==> config.mk <==
export PLATFORM = sky130hd
export DESIGN_NAME = lru_slot_arbiter
export DESIGN_NICKNAME = d
export VERILOG_FILES = /design/src/rtl/lru_pkg.sv /design/src/rtl/lru_order.sv /design/src/rtl/lru_slot_arbiter.sv
export SDC_FILE = /design/constraint.sdc
export NUM_CORES = 1
export LEC_CHECK = 0
export CORE_UTILIZATION = 45
export CTS_CLUSTER_DIAMETER = 40
export CTS_CLUSTER_SIZE = 24
export DETAILED_ROUTE_END_ITERATION = 10
export GPL_ROUTABILITY_DRIVEN = 0
export PLACE_DENSITY = 0.7
export REMOVE_ABC_BUFFERS = 1
export SLEW_MARGIN = 20
export SYNTH_ARGS = -nofsm -noshare
export SYNTH_HDL_FRONTEND = slang
export SYNTH_SLANG_ARGS = --single-unit
==> constraint.sdc <==
create_clock -name clk -period 9.8 [get_ports clk]
set_input_delay 0.98 -clock clk [delete_from_list [all_inputs] [get_ports clk]]
set_output_delay 0.98 -clock clk [all_outputs]
set_load 0.01 [all_outputs]
==> src/rtl/lru_pkg.sv <==
// lru_pkg: shared types and default sizes for the LRU slot arbiter
package lru_pkg;
  localparam int NUM_REQ = 4;
  localparam int NUM_SLOTS = 3;
  typedef enum logic [1:0] {S_IDLE, S_EVICT, S_GRANT} state_t;
  typedef logic [$clog2(NUM_REQ)-1:0] req_id_t;
endpackage

==> src/rtl/lru_order.sv <==
// lru_order: recency list of slot holders, head is least recently used
module lru_order #(
  parameter int NUM_REQ = 4,
  parameter int NUM_SLOTS = 3
) (
  input  logic                           clk,
  input  logic                           rst,
  input  logic                           push_i,
  input  logic [$clog2(NUM_REQ)-1:0]     push_id_i,
  input  logic                           touch_i,
  input  logic [$clog2(NUM_REQ)-1:0]     touch_id_i,
  input  logic [NUM_REQ-1:0]             remove_i,
  input  logic                           pop_head_i,
  output logic [$clog2(NUM_REQ)-1:0]     head_o,
  output logic [$clog2(NUM_SLOTS+1)-1:0] count_o
);
  import lru_pkg::*;
  localparam int IW = $clog2(NUM_REQ);
  localparam int CW = $clog2(NUM_SLOTS + 1);
  logic [IW-1:0] ids_q [NUM_SLOTS];
  logic [IW-1:0] ids_d [NUM_SLOTS];
  logic [CW-1:0] cnt_q, cnt_d;
  logic [NUM_REQ-1:0] rm;
  logic app;
  // every operation is "drop a set of ids, compact, optionally append at MRU"
  always_comb begin
    rm = |remove_i ? remove_i
       : pop_head_i ? NUM_REQ'(1) << ids_q[0]
       : touch_i ? NUM_REQ'(1) << touch_id_i : '0;
    app = push_i || (touch_i && !(|remove_i) && !pop_head_i);
    ids_d = ids_q;
    cnt_d = '0;
    for (int k = 0; k < NUM_SLOTS; k++)
      if (CW'(k) < cnt_q && !rm[ids_q[k]]) begin
        ids_d[cnt_d] = ids_q[k];
        cnt_d = cnt_d + 1'b1;
      end
    if (app && cnt_d < CW'(NUM_SLOTS)) begin
      ids_d[cnt_d] = push_i ? push_id_i : touch_id_i;
      cnt_d = cnt_d + 1'b1;
    end
  end
  always_ff @(posedge clk)
    if (!rst) begin
      ids_q <= '{default: '0};
      cnt_q <= '0;
    end else begin
      ids_q <= ids_d;
      cnt_q <= cnt_d;
    end
  assign head_o = ids_q[0];
  assign count_o = cnt_q;
endmodule

==> src/rtl/lru_slot_arbiter.sv <==
// lru_slot_arbiter: admits held requests onto a few shared slots,
// evicting the least recently used holder when every slot is busy
module lru_slot_arbiter #(
  parameter int NUM_REQ = lru_pkg::NUM_REQ,
  parameter int NUM_SLOTS = lru_pkg::NUM_SLOTS,
  parameter int HOLD_TICKS = 2
) (
  input  logic                       clk,
  input  logic                       rst,
  input  logic                       tick,
  input  logic [NUM_REQ-1:0]         req,
  input  logic [NUM_REQ-1:0]         rel,
  output logic [NUM_REQ-1:0]         gnt,
  output logic                       evict_valid,
  output logic [$clog2(NUM_REQ)-1:0] evict_id,
  output logic                       full
);
  import lru_pkg::*;
  localparam int IW = $clog2(NUM_REQ);
  localparam int CW = $clog2(NUM_SLOTS + 1);
  localparam int OW = $clog2(NUM_REQ + 1);
  state_t state_q, state_d;
  logic [NUM_REQ-1:0] gnt_q, gnt_d, rel_m, qual, held;
  logic [3:0] cnt_q [NUM_REQ];
  logic [3:0] cnt_d [NUM_REQ];
  logic [IW-1:0] cand_q, cand_d, first, tch_id, head, evict_id_q;
  logic [CW-1:0] lst_cnt;
  logic [OW-1:0] occ;
  logic adm, tch, evict_valid_q, full_q;
  function automatic logic [OW-1:0] pop(input logic [NUM_REQ-1:0] v);
    pop = '0;
    for (int i = 0; i < NUM_REQ; i++) pop = pop + OW'(v[i]);
  endfunction
  // qualification looks at the post-tick count so the saturating tick itself admits
  always_comb begin
    rel_m = (state_q == S_IDLE) ? rel & gnt_q : '0;
    held = req & gnt_q;
    for (int i = 0; i < NUM_REQ; i++) begin
      cnt_d[i] = !req[i] ? 4'd0
               : (tick && !gnt_q[i] && cnt_q[i] != 4'(HOLD_TICKS)) ? cnt_q[i] + 4'd1 : cnt_q[i];
      qual[i] = !gnt_q[i] && cnt_d[i] == 4'(HOLD_TICKS);
    end
    first = '0;
    tch_id = '0;
    for (int i = NUM_REQ - 1; i >= 0; i--) begin
      if (qual[i]) first = IW'(i);
      if (held[i]) tch_id = IW'(i);
    end
    adm = state_q == S_IDLE && tick && |qual;
    tch = state_q == S_IDLE && tick && |held;
    occ = OW'(lst_cnt) - pop(rel_m);
    state_d = state_q;
    gnt_d = gnt_q & ~rel_m;
    cand_d = adm ? first : cand_q;
    if (adm) state_d = occ < OW'(NUM_SLOTS) ? S_GRANT : S_EVICT;
    if (state_q == S_EVICT) begin
      gnt_d[head] = 1'b0;
      state_d = S_GRANT;
    end
    if (state_q == S_GRANT) begin
      gnt_d[cand_q] = 1'b1;
      cnt_d[cand_q] = 4'd0;
      state_d = S_IDLE;
    end
  end
  always_ff @(posedge clk)
    if (!rst) begin
      state_q <= S_IDLE;
      gnt_q <= '0;
      cand_q <= '0;
      cnt_q <= '{default: '0};
      evict_valid_q <= 1'b0;
      evict_id_q <= '0;
      full_q <= 1'b0;
    end else begin
      state_q <= state_d;
      gnt_q <= gnt_d;
      cand_q <= cand_d;
      cnt_q <= cnt_d;
      evict_valid_q <= state_q == S_EVICT;
      evict_id_q <= state_q == S_EVICT ? head : evict_id_q;
      full_q <= pop(gnt_d) == OW'(NUM_SLOTS);
    end
  lru_order #(.NUM_REQ(NUM_REQ), .NUM_SLOTS(NUM_SLOTS)) u_order (
    .clk        (clk),
    .rst        (rst),
    .push_i     (state_q == S_GRANT),
    .push_id_i  (cand_q),
    .touch_i    (tch),
    .touch_id_i (tch_id),
    .remove_i   (rel_m),
    .pop_head_i (state_q == S_EVICT),
    .head_o     (head),
    .count_o    (lst_cnt)
  );
  assign gnt = gnt_q;
  assign evict_valid = evict_valid_q;
  assign evict_id = evict_id_q;
  assign full = full_q;
endmodule

==> metrics.txt, run 1 <==
outcome finished, final reports clean; Area Growth Syn to Fin 11.39%; #FFs+latches synth 36; Synth area leader dfxtp_1; Worst EP required 9.99 ns; mean post-synth cell area 8.092 um2; yosys synthesis warning count 0; maximum clock insertion buffer count 2; Period minus WS final 4.882 ns; Crit path max-delay family compound AO/OA/AOI/OAI gates; Core Box Area 5886 um2; Critical Path Fanout Max 10; Antenna diodes 0; initial antenna violation count 0; Final nets 386; grt total ovfl 0; CP Launch Type input port; Post-synth EDFFs 0; global-route wire length before repair 11150 um; Synth Instances 338; overall routing resource usage 0.2235; routed wire length 6580 um; Post-CTS Setup Repair Bufs 0; vias 2561; # IOs 19; Sink Count 36; Largest stage delay, worst path 0.62 ns; Slew HR 0.4446; Rows 28; PortBufs 18; Lkg Pwr 1.186 nW; crit path cell chain clkdlybuf4s50_1 > nor3b_4 > and4_1 > o22ai_1 > mux4_2 > nand2_1 > inv_1 > ha_1 > o31ai_1 > inv_1 > ha_1 > a21oi_1 > nand2_1 > o21ai_0 > a21oi_1; WL/cell 15.37 um; final cycle utilization of the critical path 0.4982; largest net degree at the start of global routing 30; DP HPWL 4899 um; WP data arrival 5.07 ns; chip height 79.96 um; antenna violation net count after detailed routing 0; via/cell ratio 5.984; max-cap violations 0; hold buffers post-CTS 0; register area share after synthesis 0.2635; share of layout cells above drive strength 1 0.05099; CTS tree yes; worst skew pair latency 0.30 ns; CP Capture Type register; Netlist Area Pre-Place 2735 um2; Root Driver clkbuf_8; iteration count of the initial detailed-routing pass 5; RSZ-0062 raised after global routing no; Slew @ Worst Pin 0.8300 ns; Finished Layout Cells 428; Layout Skew 0.004117 ns; DR iter-0 viols 241; # setup viols final 0; Die Area 6394 um2; fmax 0.2048 GHz; P per Cell Area 98.43 nW/um2; Synth cell types 68; H-Tree Depth 2; critical path's slowest cell clkdlybuf4s50_1; Synth area leaders dfxtp_1 (26%), ha_1 (9.1%), nand2_1 (4.9%), nor2_1 (4.0%), nor2b_1 (3.0%); CTS Buf Count 5; vias in the first global route 2404; clock-pin slew on the worst setup and hold paths 0.07 ns; main flop type after synthesis dfxtp_1; worst-case vdd ir drop 52.82 uV; Setup TNS 0 ns; Post-synth ARST share 0; Initial Util 0.4647; commonest cells after routing, fill and taps aside nand2_1 (36), dfxtp_1 (36), nor2_1 (29); Final Hold Fails 0; CTS resizes 0; Pwr Total 0.2999 mW; top cell type's share of synthesized area 0.2635; Die W 79.96 um; DRC Markers 0; WP buf/inv 3; Cells after DPL 420; Hold WC Path Type reg -> reg; kind of critical path in -> reg; Slew Viols, Final 0
-- worst reg2reg max path, cell delays in order (launching register included) --
cell and delay, ns:
dfxtp_1 0.47, nor2_1 0.72, a31oi_1 0.32, a21o_1 0.24
mux4_2 0.46, nand2_1 0.13, inv_1 0.06, ha_1 0.19
o31ai_1 0.43, inv_1 0.13, ha_1 0.22, a21oi_1 0.52
nand2_1 0.22, o21ai_0 0.22, a21oi_1 0.06
-- cells in the mapped netlist, types with 6 or more instances --
| master | n |
|---|---|
| xnor2_1 | 8 |
| inv_1 | 19 |
| ha_1 | 20 |
| o22ai_1 | 6 |
| o21ai_0 | 11 |
| dfxtp_1 | 36 |
| a211oi_1 | 7 |
| nand2_1 | 36 |
| nor2_1 | 29 |
| nor2b_1 | 13 |
| a21oi_1 | 15 |
| nand3_1 | 14 |
| and2_1 | 9 |
| nand4_1 | 11 |
-- layer usage --
metal | vias up | track usage | part of all wire | wire, um
met2 | 111 | 0.3342 | 0.43 | 2860
li1 | 1259 | - | - | -
met5 | - | 0 | 0 | 0
met1 | 1165 | 0.3005 | 0.46 | 3018
met3 | 26 | 0.04800 | 0.071 | 470
met4 | 0 | 0.1125 | 0.035 | 231
-- layout make-up --
type	count	area (um2)
Tap cell	75	93.84
Sequential cell	36	720.7
Fill cell	560	2839
Timing Repair Buffer	19	187.7
Clock inverter	1	7.507
Inverter	19	71.32
Clock buffer	7	86.33
Multi-Input combinational cell	271	1879
-- logic make-up (layout without fill, tap and decap cells) --
kind of cell             Yosys count  count (layout)  share of synthesized area
adder cells (fa/ha/maj)           23              23                     0.1135
AND/OR/NAND/NOR                  143             143                     0.2772
XOR/XNOR                          14              14                    0.04986
multiplexers                       6               6                    0.02653
buffers and inverters             31              46                    0.04940
AO/OA/AOI/OAI                     85              85                     0.2200
flip-flops                        36              36                     0.2635
-- report_power, final --
group,switching [mW],internal (mW),leakage [nW]
clock network,0.0575,0.0572,0.0445
logic,0.0186,0.0142,0.851
registers,0.00388,0.149,0.291
-- final timing paths --
path,startpoint,endpoint,slack (ns),cells past startpoint
max,tick,u_order.ids_q[3],4.92,15
min,evict_id[1],evict_id[1],0.52,2
max reg2reg,state_q[0],u_order.ids_q[3],5.31,14
min reg2reg,evict_id[1],evict_id[1],0.52,2
-- stage by stage --
stage | utilization | setup WS [ns] | hold WS [ns] | cell area, um2
floorplan | - | 5.711 | 0.5091 | 2671
global placement | 0.5017 | 4.900 | 0.5018 | 2953
detailed placement | 0.5017 | 4.710 | 0.5093 | 2953
CTS | 0.5176 | 4.998 | 0.5224 | 3047
global route | 0.5176 | 4.526 | 0.5403 | 3047
finish | 0.5176 | 4.918 | 0.5169 | 3047
-- registers in the layout, indices dropped and copies added, names as in the netlist --
name,cells
u_order.ids_q,4
full,1
evict_valid,1
gnt,4
u_order.head_o,2
cand_q,2
evict_id,2
u_order.count_o,2
state_q,2
cnt_q,16
No activity file was read; power rests on OpenSTA's default activity.
==> run 2, diff against run 1 <==
PLACE_DENSITY = 0.72   (was 0.7)
clock period = 4.09 ns   (was 9.8 ns; I/O delays follow)
==> metrics.txt, run 2 (synthesis results as in run 1) <==
worst-case vdd ir drop 138.6 uV (+160%); Rows 28 (unchanged); fmax 0.2654 GHz; Worst EP required 4.31 ns (-5.68 ns); global-route wire length before repair 11190 um (+0.37%); Die Area 6394 um2 (unchanged); Slew @ Worst Pin 0.9163 ns (+0.08634 ns); CP Capture Type register; Final nets 395 (+2.3%); hold path start evict_id[0]; kind of critical path in -> reg; Sw Pwr 0.1847 mW (+130%); maximum clock insertion buffer count 2 (unchanged); P_int 0.5093 mW (+130%); crit path from req[2]; commonest cells after routing, fill and taps aside nand2_1 (36), dfxtp_1 (36), nor2_1 (29); final non-filler cell area 3107 um2 (+2.0%); worst r2r src state_q[0]; hold buffers post-CTS 0 (unchanged); Core Box Area 5886 um2 (unchanged); DRC Markers 0 (unchanged); placed inst area 3020 um2 (+2.3%); largest net degree at the start of global routing 30 (unchanged); WP data arrival 3.99 ns (-1.08 ns); Flop pwr share 0.526 (+0.018); vias in the first global route 2374 (-1.2%); # setup viols final 0 (unchanged); outcome finished, final reports clean; Root Driver clkbuf_8; Largest register FFs 16 (unchanged); antenna violation net count after detailed routing 0 (unchanged); Sink Count 36 (unchanged); final cycle utilization of the critical path 0.9213; routed wire length 6678 um (+1.5%); setup ws final 0.3220 ns (-4.596 ns); Initial Util 0.4647 (unchanged); Antenna diodes 0 (unchanged); Combinational Power Share 0.120 (+0.011); RSZ-0062 raised after global routing no; Slew Viols, Final 0 (unchanged); Slew HR 0.3872 (-0.05743); WL/cell 15.32 um (-0.37%); CP Launch Type input port; Die W 79.96 um (unchanged); PortBufs 18 (unchanged); clock share of power 0.353 (-0.029); P per Cell Area 223.4 nW/um2 (+130%); worst skew pair latency 0.29 ns (about the same); CTS Buf Count 5 (unchanged); DR iter-0 viols 252 (+4.6%); Critical Path Fanout Max 10 (unchanged); Net Sw Frac 0.2661 (-0.0005519); Setup TNS 0 ns (unchanged); overall routing resource usage 0.2250 (+0.001474); initial antenna violation count 0 (unchanged); chip height 79.96 um (unchanged); Hold WC Path Type reg -> reg; via/cell ratio 5.977 (-0.11%); Biggest register cnt_q; Area Growth Syn to Fin 13.59%; Layout Skew 0.004422 ns (+0.0003043 ns); max-cap violations 0 (unchanged); # IOs 19 (unchanged); H-Tree Depth 2 (unchanged); vias 2606 (+1.8%); share of layout cells above drive strength 1 0.07202 (+0.02103); grt total ovfl 0 (unchanged); iteration count of the initial detailed-routing pass 5 (unchanged); critical path's slowest cell a222oi_1; hold_ws 0.5299 ns (+0.01296 ns); Largest stage delay, worst path 0.51 ns (-0.11 ns); Period minus WS final 3.768 ns; clock-pin slew on the worst setup and hold paths 0.07 ns (about the same); Lkg Pwr 1.226 nW (+3.4%); CTS tree yes; Final Hold Fails 0 (unchanged); DP HPWL 5031 um (+2.7%); Setup WS pre-CTS 0.04980 ns (-4.660 ns); Pwr Total 0.6940 mW (+130%); crit path cell chain clkdlybuf4s50_1 > a222oi_1 > nand3_1 > a21o_1 > mux4_2 > nand2_1 > inv_1 > ha_1 > o31ai_1 > inv_1 > ha_1 > a21oi_1 > buf_4 > and3_1 > o21ai_0 > a41oi_2
==> run 2: power groups by stage <==
| stage | combinational [mW] | clock (mW) | sequential (mW) |
|---|---|---|---|
| 6_report | 0.0835 | 0.245 | 0.365 |
| 5_1_grt | 0.0930 | 0.263 | 0.366 |
| 3_5_place_dp | 0.0818 | 0 | 0.373 |
| 2_1_floorplan | 0.0473 | 0 | 0.371 |
| 4_1_cts | 0.0825 | 0.251 | 0.365 |
| 3_3_place_gp | 0.0802 | 0 | 0.373 |
==> run 2: area by class of cell <==
| type | count | area, um2 |
|---|---|---|
| Fill cell | 574 | 2779 |
| Multi-Input combinational cell | 271 | 1888 |
| Sequential cell | 36 | 720.7 |
| Timing Repair Buffer | 28 | 255.2 |
| Tap cell | 75 | 93.84 |
| Clock buffer | 6 | 72.57 |
| Inverter | 19 | 71.32 |
| Clock inverter | 1 | 5.005 |
==> run 2: critical path: cells and delay by family <==
family	cells	cell delay [ns]
buffers and inverters	4	0.84
AO/OA/AOI/OAI	6	1.45
adder cells (fa/ha/maj)	2	0.38
AND/OR/NAND/NOR	3	0.45
multiplexers	1	0.46
==> run 2: final timing paths <==
| path | end | slack (ns) | depth (start not counted) |
|---|---|---|---|
| max | u_order.head_o[1] | 0.32 | 16 |
| min | evict_id[0] | 0.53 | 2 |
| max reg2reg | u_order.head_o[1] | 0.44 | 15 |
| min reg2reg | evict_id[0] | 0.53 | 2 |
==> run 2: metal layers <==
layer	vias up	part of all wire	wire, um	track usage
met1	1207	0.46	3094	0.3099
met4	0	0.035	235	0.1071
li1	1276	-	-	-
met3	25	0.064	426	0.03886
met5	-	0	0	0
met2	98	0.44	2921	0.3376
==> run 2: through the flow <==
| stage | utilization | std cells |
|---|---|---|
| after CTS | 0.5264 | 436 |
| after detailed placement | 0.5132 | 429 |
| after global placement | 0.5132 | 429 |
| final | 0.5278 | 436 |
| after floorplan | - | 326 |
| after global routing | 0.5278 | 436 |
==> run 2: what timing repair did <==
| item | 4_1_cts | 5_1_grt |
|---|---|---|
| setup buffers | 0 | 0 |
| setup endpoints to repair | 0 | 1 |
| resized for setup | 0 | 1 |
